--- src/rtl/channel_if.sv ---
// Bus-and-tag cable plus the wrapper-side command and byte-stream signals of one channel.
// master is the channel engine; slave is whatever drives the device and wrapper side.
interface channel_if;
  logic [7:0] a_bus_in;
  logic [7:0] a_bus_out;
  logic       a_operational_out;
  logic       a_request_in;
  logic       a_hold_out;
  logic       a_select_out;
  logic       a_select_in;
  logic       a_address_out;
  logic       a_operational_in;
  logic       a_address_in;
  logic       a_command_out;
  logic       a_status_in;
  logic       a_service_in;
  logic       a_service_out;
  logic       a_suppress_out;
  logic       active;
  logic [7:0] addr;
  logic [7:0] command;
  logic       start;
  logic       stop;
  logic [7:0] status_tdata;
  logic       status_tvalid;
  logic [7:0] data_send_tdata;
  logic       data_send_tvalid;
  logic       data_send_tready;
  logic [7:0] data_recv_tdata;
  logic       data_recv_tvalid;
  logic       data_recv_tready;

  // request-in is carried on the cable but the engine never looks at it.
  modport master (
    input  a_bus_in, a_select_in, a_operational_in, a_address_in, a_status_in, a_service_in,
    input  addr, command, start, stop, data_send_tdata, data_send_tvalid, data_recv_tready,
    output a_bus_out, a_operational_out, a_hold_out, a_select_out, a_address_out,
    output a_command_out, a_service_out, a_suppress_out, active, status_tdata, status_tvalid,
    output data_send_tready, data_recv_tdata, data_recv_tvalid
  );

  modport slave (
    output a_bus_in, a_request_in, a_select_in, a_operational_in, a_address_in, a_status_in,
    output a_service_in, addr, command, start, stop, data_send_tdata, data_send_tvalid,
    output data_recv_tready,
    input  a_bus_out, a_operational_out, a_hold_out, a_select_out, a_address_out,
    input  a_command_out, a_service_out, a_suppress_out, active, status_tdata, status_tvalid,
    input  data_send_tready, data_recv_tdata, data_recv_tvalid
  );
endinterface

--- src/rtl/channel.sv ---
// Bus-and-tag channel engine: selects one device, issues a command, moves data bytes
// between the cable and two byte streams, and reports status bytes.
module channel (
  input  logic      clk,
  input  logic      reset,
  channel_if.master bus
);

  typedef enum logic [3:0] {
    StIdle, StSel, StCmd, StWaitIstat, StStatIni, StData, StXfer, StSvcWait,
    StStopWait, StWaitEstat, StStatEnd, StDisc
  } state_e;

  localparam int unsigned TSel  = 0;
  localparam int unsigned TOp   = 1;
  localparam int unsigned TAddr = 2;
  localparam int unsigned TStat = 3;
  localparam int unsigned TSvc  = 4;

  state_e     state_q, state_d;
  logic [4:0] tag_s1_q, tag_s2_q, tag_s3_q;
  logic [7:0] bin_s1_q, bin_s2_q;
  logic [7:0] addr_q, addr_d, cmd_q, cmd_d;
  logic [7:0] bus_out_q, bus_out_d;
  logic       address_out_q, address_out_d, command_out_q, command_out_d;
  logic       service_out_q, service_out_d, select_out_q, select_out_d;
  logic       active_q, active_d, oper_q;
  logic [7:0] status_tdata_q, status_tdata_d;
  logic       status_tvalid_q, status_tvalid_d;
  logic       send_tready_q, send_tready_d;
  logic [7:0] recv_tdata_q, recv_tdata_d;
  logic       recv_tvalid_q, recv_tvalid_d;
  logic       stop_pending_q, stop_pending_d;
  logic       addr_rise, addr_fall, stat_rise, stat_fall, svc_rise, svc_fall;

  // Edges are taken between the second and a third stage so a tag-in change reaches the
  // responding tag-out three clocks later.
  assign addr_rise = tag_s2_q[TAddr] & ~tag_s3_q[TAddr];
  assign addr_fall = ~tag_s2_q[TAddr] & tag_s3_q[TAddr];
  assign stat_rise = tag_s2_q[TStat] & ~tag_s3_q[TStat];
  assign stat_fall = ~tag_s2_q[TStat] & tag_s3_q[TStat];
  assign svc_rise  = tag_s2_q[TSvc] & ~tag_s3_q[TSvc];
  assign svc_fall  = ~tag_s2_q[TSvc] & tag_s3_q[TSvc];

  always_ff @(posedge clk) begin
    if (reset) begin
      tag_s1_q <= '0;
      tag_s2_q <= '0;
      tag_s3_q <= '0;
      bin_s1_q <= '0;
      bin_s2_q <= '0;
    end else begin
      tag_s1_q <= {bus.a_service_in, bus.a_status_in, bus.a_address_in,
                   bus.a_operational_in, bus.a_select_in};
      tag_s2_q <= tag_s1_q;
      tag_s3_q <= tag_s2_q;
      bin_s1_q <= bus.a_bus_in;
      bin_s2_q <= bin_s1_q;
    end
  end

  always_ff @(posedge clk) begin
    if (reset) begin
      state_q         <= StIdle;
      addr_q          <= '0;
      cmd_q           <= '0;
      bus_out_q       <= '0;
      address_out_q   <= 1'b0;
      command_out_q   <= 1'b0;
      service_out_q   <= 1'b0;
      select_out_q    <= 1'b0;
      active_q        <= 1'b0;
      oper_q          <= 1'b0;
      status_tdata_q  <= '0;
      status_tvalid_q <= 1'b0;
      send_tready_q   <= 1'b0;
      recv_tdata_q    <= '0;
      recv_tvalid_q   <= 1'b0;
      stop_pending_q  <= 1'b0;
    end else begin
      state_q         <= state_d;
      addr_q          <= addr_d;
      cmd_q           <= cmd_d;
      bus_out_q       <= bus_out_d;
      address_out_q   <= address_out_d;
      command_out_q   <= command_out_d;
      service_out_q   <= service_out_d;
      select_out_q    <= select_out_d;
      active_q        <= active_d;
      oper_q          <= 1'b1;
      status_tdata_q  <= status_tdata_d;
      status_tvalid_q <= status_tvalid_d;
      send_tready_q   <= send_tready_d;
      recv_tdata_q    <= recv_tdata_d;
      recv_tvalid_q   <= recv_tvalid_d;
      stop_pending_q  <= stop_pending_d;
    end
  end

  always_comb begin
    state_d         = state_q;
    addr_d          = addr_q;
    cmd_d           = cmd_q;
    bus_out_d       = bus_out_q;
    address_out_d   = address_out_q;
    command_out_d   = command_out_q;
    service_out_d   = service_out_q;
    select_out_d    = select_out_q;
    active_d        = active_q;
    status_tdata_d  = status_tdata_q;
    status_tvalid_d = 1'b0;
    send_tready_d   = send_tready_q;
    recv_tdata_d    = recv_tdata_q;
    recv_tvalid_d   = recv_tvalid_q;
    stop_pending_d  = stop_pending_q;
    unique case (state_q)
      StIdle: begin
        if (bus.start) begin
          addr_d        = bus.addr;
          cmd_d         = bus.command;
          bus_out_d     = bus.addr;
          address_out_d = 1'b1;
          active_d      = 1'b1;
          state_d       = StSel;
        end
      end
      StSel: begin
        select_out_d = 1'b1;
        // Select-in coming back before operational-in means nobody answered.
        if (tag_s2_q[TSel] && !tag_s2_q[TOp]) begin
          select_out_d  = 1'b0;
          address_out_d = 1'b0;
          bus_out_d     = '0;
          active_d      = 1'b0;
          state_d       = StIdle;
        end else if (tag_s2_q[TOp] && addr_rise) begin
          address_out_d = 1'b0;
          if (bin_s2_q == addr_q) begin
            bus_out_d     = cmd_q;
            command_out_d = 1'b1;
            state_d       = StCmd;
          end else begin
            bus_out_d = '0;
            state_d   = StDisc;
          end
        end
      end
      StCmd: begin
        if (addr_fall) begin
          command_out_d = 1'b0;
          bus_out_d     = '0;
          state_d       = StWaitIstat;
        end
      end
      StWaitIstat, StWaitEstat: begin
        if (stat_rise) begin
          status_tdata_d  = bin_s2_q;
          status_tvalid_d = 1'b1;
          service_out_d   = 1'b1;
          state_d         = (state_q == StWaitIstat) ? StStatIni : StStatEnd;
        end
      end
      StStatIni: begin
        if (stat_fall) begin
          service_out_d = 1'b0;
          state_d       = (status_tdata_q == 8'h00) ? StData : StDisc;
        end
      end
      StStatEnd: begin
        if (stat_fall) begin
          service_out_d = 1'b0;
          state_d       = StDisc;
        end
      end
      StData: begin
        if (stat_rise) begin
          status_tdata_d  = bin_s2_q;
          status_tvalid_d = 1'b1;
          service_out_d   = 1'b1;
          state_d         = StStatEnd;
        end else if (svc_rise) begin
          if (stop_pending_q || bus.stop) begin
            command_out_d  = 1'b1;
            stop_pending_d = 1'b0;
            state_d        = StStopWait;
          end else if (cmd_q[0]) begin
            send_tready_d = 1'b1;
            state_d       = StXfer;
          end else begin
            recv_tdata_d  = bin_s2_q;
            recv_tvalid_d = 1'b1;
            state_d       = StXfer;
          end
        end else if (bus.stop) begin
          stop_pending_d = 1'b1;
        end
      end
      StXfer: begin
        // A handshake landing together with stop still completes; the stop is kept for later.
        if (send_tready_q && bus.data_send_tvalid) begin
          bus_out_d      = bus.data_send_tdata;
          send_tready_d  = 1'b0;
          service_out_d  = 1'b1;
          stop_pending_d = stop_pending_q | bus.stop;
          state_d        = StSvcWait;
        end else if (recv_tvalid_q && bus.data_recv_tready) begin
          recv_tvalid_d  = 1'b0;
          service_out_d  = 1'b1;
          stop_pending_d = stop_pending_q | bus.stop;
          state_d        = StSvcWait;
        end else if (bus.stop) begin
          send_tready_d = 1'b0;
          recv_tvalid_d = 1'b0;
          command_out_d = 1'b1;
          state_d       = StStopWait;
        end
      end
      StSvcWait: begin
        if (bus.stop) stop_pending_d = 1'b1;
        if (svc_fall) begin
          service_out_d = 1'b0;
          bus_out_d     = '0;
          state_d       = StData;
        end
      end
      StStopWait: begin
        if (svc_fall) begin
          command_out_d = 1'b0;
          state_d       = StWaitEstat;
        end
      end
      StDisc: begin
        if (!tag_s2_q[TOp]) begin
          select_out_d   = 1'b0;
          address_out_d  = 1'b0;
          command_out_d  = 1'b0;
          service_out_d  = 1'b0;
          bus_out_d      = '0;
          active_d       = 1'b0;
          stop_pending_d = 1'b0;
          state_d        = StIdle;
        end
      end
      default: state_d = StIdle;
    endcase
  end

  assign bus.a_bus_out         = bus_out_q;
  assign bus.a_operational_out = oper_q;
  assign bus.a_hold_out        = select_out_q;
  assign bus.a_select_out      = select_out_q;
  assign bus.a_address_out     = address_out_q;
  assign bus.a_command_out     = command_out_q;
  assign bus.a_service_out     = service_out_q;
  assign bus.a_suppress_out    = 1'b0;
  assign bus.active            = active_q;
  assign bus.status_tdata      = status_tdata_q;
  assign bus.status_tvalid     = status_tvalid_q;
  assign bus.data_send_tready  = send_tready_q;
  assign bus.data_recv_tdata   = recv_tdata_q;
  assign bus.data_recv_tvalid  = recv_tvalid_q;

endmodule

--- src/flat_wrapper.sv ---
// flat-port wrapper written by rule: the top's interface ports become plain ports
module channel_flat 
  (clk, reset, bus_a_bus_in, bus_a_select_in, bus_a_operational_in, bus_a_address_in, bus_a_status_in, bus_a_service_in, bus_addr, bus_command, bus_start, bus_stop, bus_data_send_tdata, bus_data_send_tvalid, bus_data_recv_tready, bus_a_bus_out, bus_a_operational_out, bus_a_hold_out, bus_a_select_out, bus_a_address_out, bus_a_command_out, bus_a_service_out, bus_a_suppress_out, bus_active, bus_status_tdata, bus_status_tvalid, bus_data_send_tready, bus_data_recv_tdata, bus_data_recv_tvalid);
  channel_if bus_i ();
  input  logic clk;
  input  logic reset;
  input wire logic [$bits(bus_i.a_bus_in)-1:0] bus_a_bus_in;
  input wire logic [$bits(bus_i.a_select_in)-1:0] bus_a_select_in;
  input wire logic [$bits(bus_i.a_operational_in)-1:0] bus_a_operational_in;
  input wire logic [$bits(bus_i.a_address_in)-1:0] bus_a_address_in;
  input wire logic [$bits(bus_i.a_status_in)-1:0] bus_a_status_in;
  input wire logic [$bits(bus_i.a_service_in)-1:0] bus_a_service_in;
  input wire logic [$bits(bus_i.addr)-1:0] bus_addr;
  input wire logic [$bits(bus_i.command)-1:0] bus_command;
  input wire logic [$bits(bus_i.start)-1:0] bus_start;
  input wire logic [$bits(bus_i.stop)-1:0] bus_stop;
  input wire logic [$bits(bus_i.data_send_tdata)-1:0] bus_data_send_tdata;
  input wire logic [$bits(bus_i.data_send_tvalid)-1:0] bus_data_send_tvalid;
  input wire logic [$bits(bus_i.data_recv_tready)-1:0] bus_data_recv_tready;
  output wire logic [$bits(bus_i.a_bus_out)-1:0] bus_a_bus_out;
  output wire logic [$bits(bus_i.a_operational_out)-1:0] bus_a_operational_out;
  output wire logic [$bits(bus_i.a_hold_out)-1:0] bus_a_hold_out;
  output wire logic [$bits(bus_i.a_select_out)-1:0] bus_a_select_out;
  output wire logic [$bits(bus_i.a_address_out)-1:0] bus_a_address_out;
  output wire logic [$bits(bus_i.a_command_out)-1:0] bus_a_command_out;
  output wire logic [$bits(bus_i.a_service_out)-1:0] bus_a_service_out;
  output wire logic [$bits(bus_i.a_suppress_out)-1:0] bus_a_suppress_out;
  output wire logic [$bits(bus_i.active)-1:0] bus_active;
  output wire logic [$bits(bus_i.status_tdata)-1:0] bus_status_tdata;
  output wire logic [$bits(bus_i.status_tvalid)-1:0] bus_status_tvalid;
  output wire logic [$bits(bus_i.data_send_tready)-1:0] bus_data_send_tready;
  output wire logic [$bits(bus_i.data_recv_tdata)-1:0] bus_data_recv_tdata;
  output wire logic [$bits(bus_i.data_recv_tvalid)-1:0] bus_data_recv_tvalid;
  assign bus_i.a_bus_in = bus_a_bus_in;
  assign bus_i.a_select_in = bus_a_select_in;
  assign bus_i.a_operational_in = bus_a_operational_in;
  assign bus_i.a_address_in = bus_a_address_in;
  assign bus_i.a_status_in = bus_a_status_in;
  assign bus_i.a_service_in = bus_a_service_in;
  assign bus_i.addr = bus_addr;
  assign bus_i.command = bus_command;
  assign bus_i.start = bus_start;
  assign bus_i.stop = bus_stop;
  assign bus_i.data_send_tdata = bus_data_send_tdata;
  assign bus_i.data_send_tvalid = bus_data_send_tvalid;
  assign bus_i.data_recv_tready = bus_data_recv_tready;
  assign bus_a_bus_out = bus_i.a_bus_out;
  assign bus_a_operational_out = bus_i.a_operational_out;
  assign bus_a_hold_out = bus_i.a_hold_out;
  assign bus_a_select_out = bus_i.a_select_out;
  assign bus_a_address_out = bus_i.a_address_out;
  assign bus_a_command_out = bus_i.a_command_out;
  assign bus_a_service_out = bus_i.a_service_out;
  assign bus_a_suppress_out = bus_i.a_suppress_out;
  assign bus_active = bus_i.active;
  assign bus_status_tdata = bus_i.status_tdata;
  assign bus_status_tvalid = bus_i.status_tvalid;
  assign bus_data_send_tready = bus_i.data_send_tready;
  assign bus_data_recv_tdata = bus_i.data_recv_tdata;
  assign bus_data_recv_tvalid = bus_i.data_recv_tvalid;
  channel u_core (.clk(clk), .reset(reset), .bus(bus_i));
endmodule
--- config.mk ---
export PLATFORM = sky130hd
export DESIGN_NAME = channel_flat
export DESIGN_NICKNAME = d
export VERILOG_FILES = /design/src/rtl/channel_if.sv /design/src/rtl/channel.sv /design/src/flat_wrapper.sv
export SDC_FILE = /design/constraint.sdc
export NUM_CORES = 1
export LEC_CHECK = 0
export ABC_AREA = 1
export CAP_MARGIN = 20
export CORE_UTILIZATION = 46
export DETAILED_ROUTE_END_ITERATION = 12
export PLACE_DENSITY = 0.83
export SLEW_MARGIN = 40
export SYNTH_ARGS = -nofsm -noshare
export SYNTH_HDL_FRONTEND = slang
export SYNTH_SLANG_ARGS = --single-unit
--- constraint.sdc ---
create_clock -name clk -period 1.65 [get_ports clk]
set_input_delay 0.33 -clock clk [delete_from_list [all_inputs] [get_ports clk]]
set_output_delay 0.33 -clock clk [all_outputs]
set_load 0.02 [all_outputs]
# ---- Yosys cells after proc, flatten, opt, wreduce, memory -nomap -nowiden
# Cells that the tools add are included.
dict set report op_classes {
  reduce_logical 32
  n_mux 79
  bitwise_logic 17
  n_eq_ne 44
}
# op count
set ops {}
lappend ops {{4-bit 2-to-1 mux} 19}
lappend ops {{8-bit 2-to-1 mux} 8}
lappend ops {{8-bit case mux with 6 select lines} 1}
lappend ops {{4-bit case mux with 11 select lines} 1}
lappend ops {{1-bit 2-to-1 mux} 42}
lappend ops {{2-bit by 1-bit inequality test with 1-bit output (second input constant)} 15}
lappend ops {{7-bit AND reduction} 3}
lappend ops {{2-bit inequality test (second input constant)} 9}
lappend ops {{4-bit by 3-bit == test with 1-bit output (second input constant)} 4}
lappend ops {{4-bit == test (second input constant)} 4}
lappend ops {{13-bit AND reduction} 1}
lappend ops {{6-bit nonzero test} 2}
lappend ops {{11-bit AND reduction} 1}
lappend ops {{1-bit inverter} 10}
lappend ops {{5-bit AND reduction} 2}
lappend ops {{3-bit by 1-bit inequality test with 1-bit output (second input constant)} 3}
lappend ops {{3-bit by 2-bit inequality test with 1-bit output (second input constant)} 3}
lappend ops {{4-bit by 2-bit == test with 1-bit output (second input constant)} 2}
lappend ops {{8-bit == test} 1}
lappend ops {{8-bit logical NOT} 1}
lappend ops {{4-bit AND reduction} 2}
lappend ops {{1-bit bitwise AND} 6}
lappend ops {{1-bit case mux with 2 select lines} 3}
lappend ops {{1-bit case mux with 3 select lines} 2}
lappend ops {{19 further kinds} 27}
dict set report totals {
  out_inout_bits 35
  in_bits 43
  elab_cells 193
  regBits 85
}

# ---- Longest topological paths before layout
dict set report logic_depth {
  word_depth 6
  mapped_depth 11
  ltp_nobuf 11
}

# ---- Worst setup path after synthesis
# Ideal clock, no wire load.
dict set report synth_timing {
  path_kind {flip-flop to flip-flop}
  start {reg u_core.state_q[3]}
  end {reg u_core.addr_q[4]}
  required_time_ns 1.531
  slack_ns 0.055
  period_less_slack_ns 1.595
  setup_ns 0.119
  arrival_time_ns 1.476
  n_path_buf 1
  stages_incl_launch_ff 10
  path_cell_list {dfxtp_1 > nor2_1 > nand2_2 > nor2_1 > nor2_1 > nor2_4 > nand2_1 > buf_2 > o21ai_1 > a21oi_1}
}
dict set report synth_between {
  elab_chain_len 2
}
# element line_no
set synth_lines {}
lappend synth_lines {{start: declaration} channel.sv:20} ;# state_e state_q, state_d;
lappend synth_lines {{start signal: assignment} channel.sv:64} ;# state_q <= StIdle;
lappend synth_lines {{start signal: assignment} channel.sv:81} ;# state_q <= state_d;
lappend synth_lines {{4-bit logical NOT} channel.sv:116} ;# unique case (state_q)
lappend synth_lines {{2-bit AND reduction (no line)} -}
lappend synth_lines {{end signal: assignment} channel.sv:82} ;# addr_q <= addr_d;
lappend synth_lines {{end: declaration} channel.sv:23} ;# logic [7:0] addr_q, addr_d, cmd_q, cmd_d;
# Every way passes these cells.
# A chain may end at the register's enable or synchronous reset.

# ---- Worst setup path in the final report
dict set report layout_timing {
  start {reg u_core.state_q[2]}
  end {reg u_core.addr_q[1]}
}
# Same word-level chain as after synthesis.

==> flow_summary_export.csv <==
group,metric,value,unit
global_routing,antenna_found_initial,0,
timing,min_period,1630,ps
timing,fin_crit_sh,98.6,%
routing,ant_nets,0,
cts,cts_root_buf,"clkbuf_8",
critical_path,reg2reg_depth,10,
routing,wl_per_cell,13.6,um
synthesis,synth_seq_area_share,43.8,%
run,maxCapViolCount,0,
placed_design,dp_hpwl,7940,um
routing,drc_errors,0,
floorplanning,die_area,8610,sq um
pwr,ir_worst_vdd,984,uV
global_routing,grt_overflow_total,0,
cts,clk_pin_slew,100,ps
run_status,run_status,"complete, no violations",
pwr,power,8140,uW
finish,fin_nets,740,
synthesis,yosysWarnings,0,
critical_path,cp_top_family,"simple AND/OR/NAND/NOR gates",
floorplanning,die_w,92.8,um
critical_path,worstSetupPathType,"reg -> reg",
finish,fin_util,69.1,%
routing,route.vias.total,3984,
cts,cts_tree,"yes",
synthesis,netlist_instances,578,
global_routing,grt_max_degree,35,
finish,area_growth,43.0,%
synthesis,syn_nets,621,
timing,hold_violations,0,
finish,final_common_cell,"nand2_1",
critical_path,required,1900,ps
floorplanning,core,7850,sq um
placed_design,dp_cells,783,
floorplanning,die_height,92.8,um
critical_path,cp-end-kind,"flop",
routing,drt_iter0_drc,245,
placed_design,gp_congestion,1.00,
timing,skew,10.3,ps
min_path,hold_path.class,"reg -> reg",
timing,rsz0062_at_grt,"true",
global_routing,grt_pass1_vias,3750,
cts,clockBufferDepth,2,
critical_path,crit_top_cell,"nand2_1",
synthesis,synth_area,3790,sq um
finish,final_cell_mix,"nand2_1 (139), nor2_1 (91), dfxtp_1 (79)",
finish,final_cell_count_no_fill,804,
timing,setup_tns,0,ps
critical_path,cp_slowest_cell,"dfxtp_2",
critical_path,worst-path-max-fanout,21,
timing,slew_violations,0,
cts,cts.sinks,83,
min_path,hold_depth,2,
timing,setup_viol,0,
synthesis,syn_area_per_cell,6.56,sq um
timing,fmax,0.615,GHz
synthesis,ys_ff_latch,83,
finish,multiInputGateArea,1910,sq um
placed_design,portBuffers,76,
cts,numCtsBuffers,9,
finish,layout-drive-gt1-share,18.1,%
pwr,p_leak,0.00272,uW
cts,worstSkewPairLatency,350,ps
timing,hold_slack,400,ps
min_path,hold_start,"u_core.bin_s1_q[7]$_SDFF_PP0_",
cts,ctsHoldBuffers,0,
cts,cts_max_level,3,
pwr,p_per_area,1500,nW/um^2
finish,antenna_cells,0,
routing,drt-vias-per-instance,4.96,
floorplanning,start_util,48.3,%
finish,fillers,671,
critical_path,path_cells,"buf_4 -> nor2_4 -> nand2_1 -> nand2_1 -> nor2_2 -> nor2_4 -> nand2_1 -> buf_12 -> o21ai_0 -> a21oi_1",
critical_path,worstPathArrival,1880,ps
critical_path,crit_path_start_kind,"flop",
global_routing,grt_pass1_wl,17400,um
floorplanning,row_count,32,
global_routing,grt_use_total,25.8,%
finish,regArea,1670,sq um
critical_path,slowest_delay,370,ps
critical_path,r2r_end,"u_core.addr_q[1]$_SDFFE_PP0P_",
routing,routed_wl,10900,um
critical_path,r2r_slack,20,ps
critical_path,cp_num_buf_inv,2,
routing,first_pass_iters,6,
synthesis,synthDistinctLibCells,25,
min_path,hold_end,"u_core.bin_s2_q[7]$_SDFF_PP0_",
critical_path,crit-reg2reg-launch,"u_core.state_q[2]$_SDFFE_PP0P_",
floorplanning,io_pins,78,
==> layout make-up <==
class	instances	area share (%)
Tap cell	102	2.35
Timing Repair Buffer	128	22.5
Sequential cell	83	30.9
Clock inverter	7	1.38
Inverter	76	5.35
Multi-Input combinational cell	399	35.3
Clock buffer	9	2.28
==> timing repair <==
| item | 4_1_cts | 5_1_grt |
|---|---|---|
| endpoints found under the setup margin | 43 | 57 |
| pin swaps | 0 | 11 |
| gates resized for setup | 30 | 62 |
| buffers inserted | 0 | 5 |
==> sequential cells by signal (all words and copies together) (netlist names), 8 cells and up <==
register / cells
u_core.addr_q: 8
u_core.bin_s1_q: 8
u_core.bin_s2_q: 8
u_core.bus.a_bus_out: 8
u_core.bus.data_recv_tdata: 8
u_core.bus.status_tdata: 8
u_core.cmd_q: 8
==> worst max path at each step <==
stage / from / endpoint / slack [ps] / cells after the start
floorplan: u_core.state_q[3]$_SDFFE_PP0P_ / u_core.addr_q[4]$_SDFFE_PP0P_ / 50 / 9
global placement: bus_stop / u_core.bus.data_recv_tvalid$_SDFFE_PP0P_ / -190 / 10
detailed placement: bus_stop / u_core.bus.data_recv_tvalid$_SDFFE_PP0P_ / -260 / 10
CTS: u_core.bus.data_recv_tdata[0]$_SDFFE_PP0P_ / bus_data_recv_tdata[0] / 0.6 / 1
global route: u_core.state_q[2]$_SDFFE_PP0P_ / u_core.stop_pending_q$_SDFFE_PP0P_ / -60 / 10
finish: u_core.state_q[2]$_SDFFE_PP0P_ / u_core.addr_q[1]$_SDFFE_PP0P_ / 20 / 10
==> per-stage QoR <==
stage               setup WS (ps)  instance area, sq um
global placement             -186                  4980
detailed placement           -259                  4980
CTS                         0.575                  5200
global route                -55.7                  5420
finish                       23.1                  5420
floorplan                    54.6                  3790
==> synthesized netlist by cell type <==
library cell,number,share of area [%]
inv_2,10,0.99
nand3_2,2,0.53
conb_1,1,0.099
nor2_2,4,0.66
inv_1,66,6.5
o21ai_0,15,2.0
a21oi_2,1,0.23
nand4_1,10,1.6
o21bai_1,1,0.20
dfxtp_1,83,44
buf_2,6,0.79
a221oi_1,1,0.23
a21oi_1,42,5.5
nand2_1,153,15
xnor2_1,5,1.2
o211ai_1,1,0.20
nand3_1,36,4.7
nand2_2,1,0.17
buf_4,3,0.59
nor2_1,103,10
nor2_4,2,0.59
clkbuf_1,11,1.1
nor3_1,3,0.40
o21ai_1,16,2.1
nand3b_1,2,0.40
==> worst min-delay path, cell delays in order (launching register included) <==
cell,delay (ps)
dfxtp_1,310
inv_1,40
nor2_1,30
==> cell families (layout without fill, tap and decap cells) <==
group / Yosys count / in the layout / synth area share (%)
AOI/OAI and AO/OA: 77 / 77 / 10.5
buffers and inverters: 96 / 220 / 9.99
and+or+nand+nor: 316 / 316 / 34.5
other: 1 / 1 / 0.0988
DFF: 83 / 83 / 43.8
xor gates and xnor gates: 5 / 5 / 1.15
==> where the power goes <==
group | switching (uW) | total, uW | internal, uW
combinational | 2380 | 4060 | 1680
clock | 844 | 1450 | 602
sequential | 253 | 2630 | 2380
total | 3480 | 8140 | 4660
==> routing by layer <==
layer | GRT usage (%) | routed length [um]
met1 | 33.8 | 4850
met2 | 42.8 | 5190
met3 | 3.86 | 692
met4 | 9.36 | 207
met5 | 0 | 0
Power figures use the tool's default switching activity.
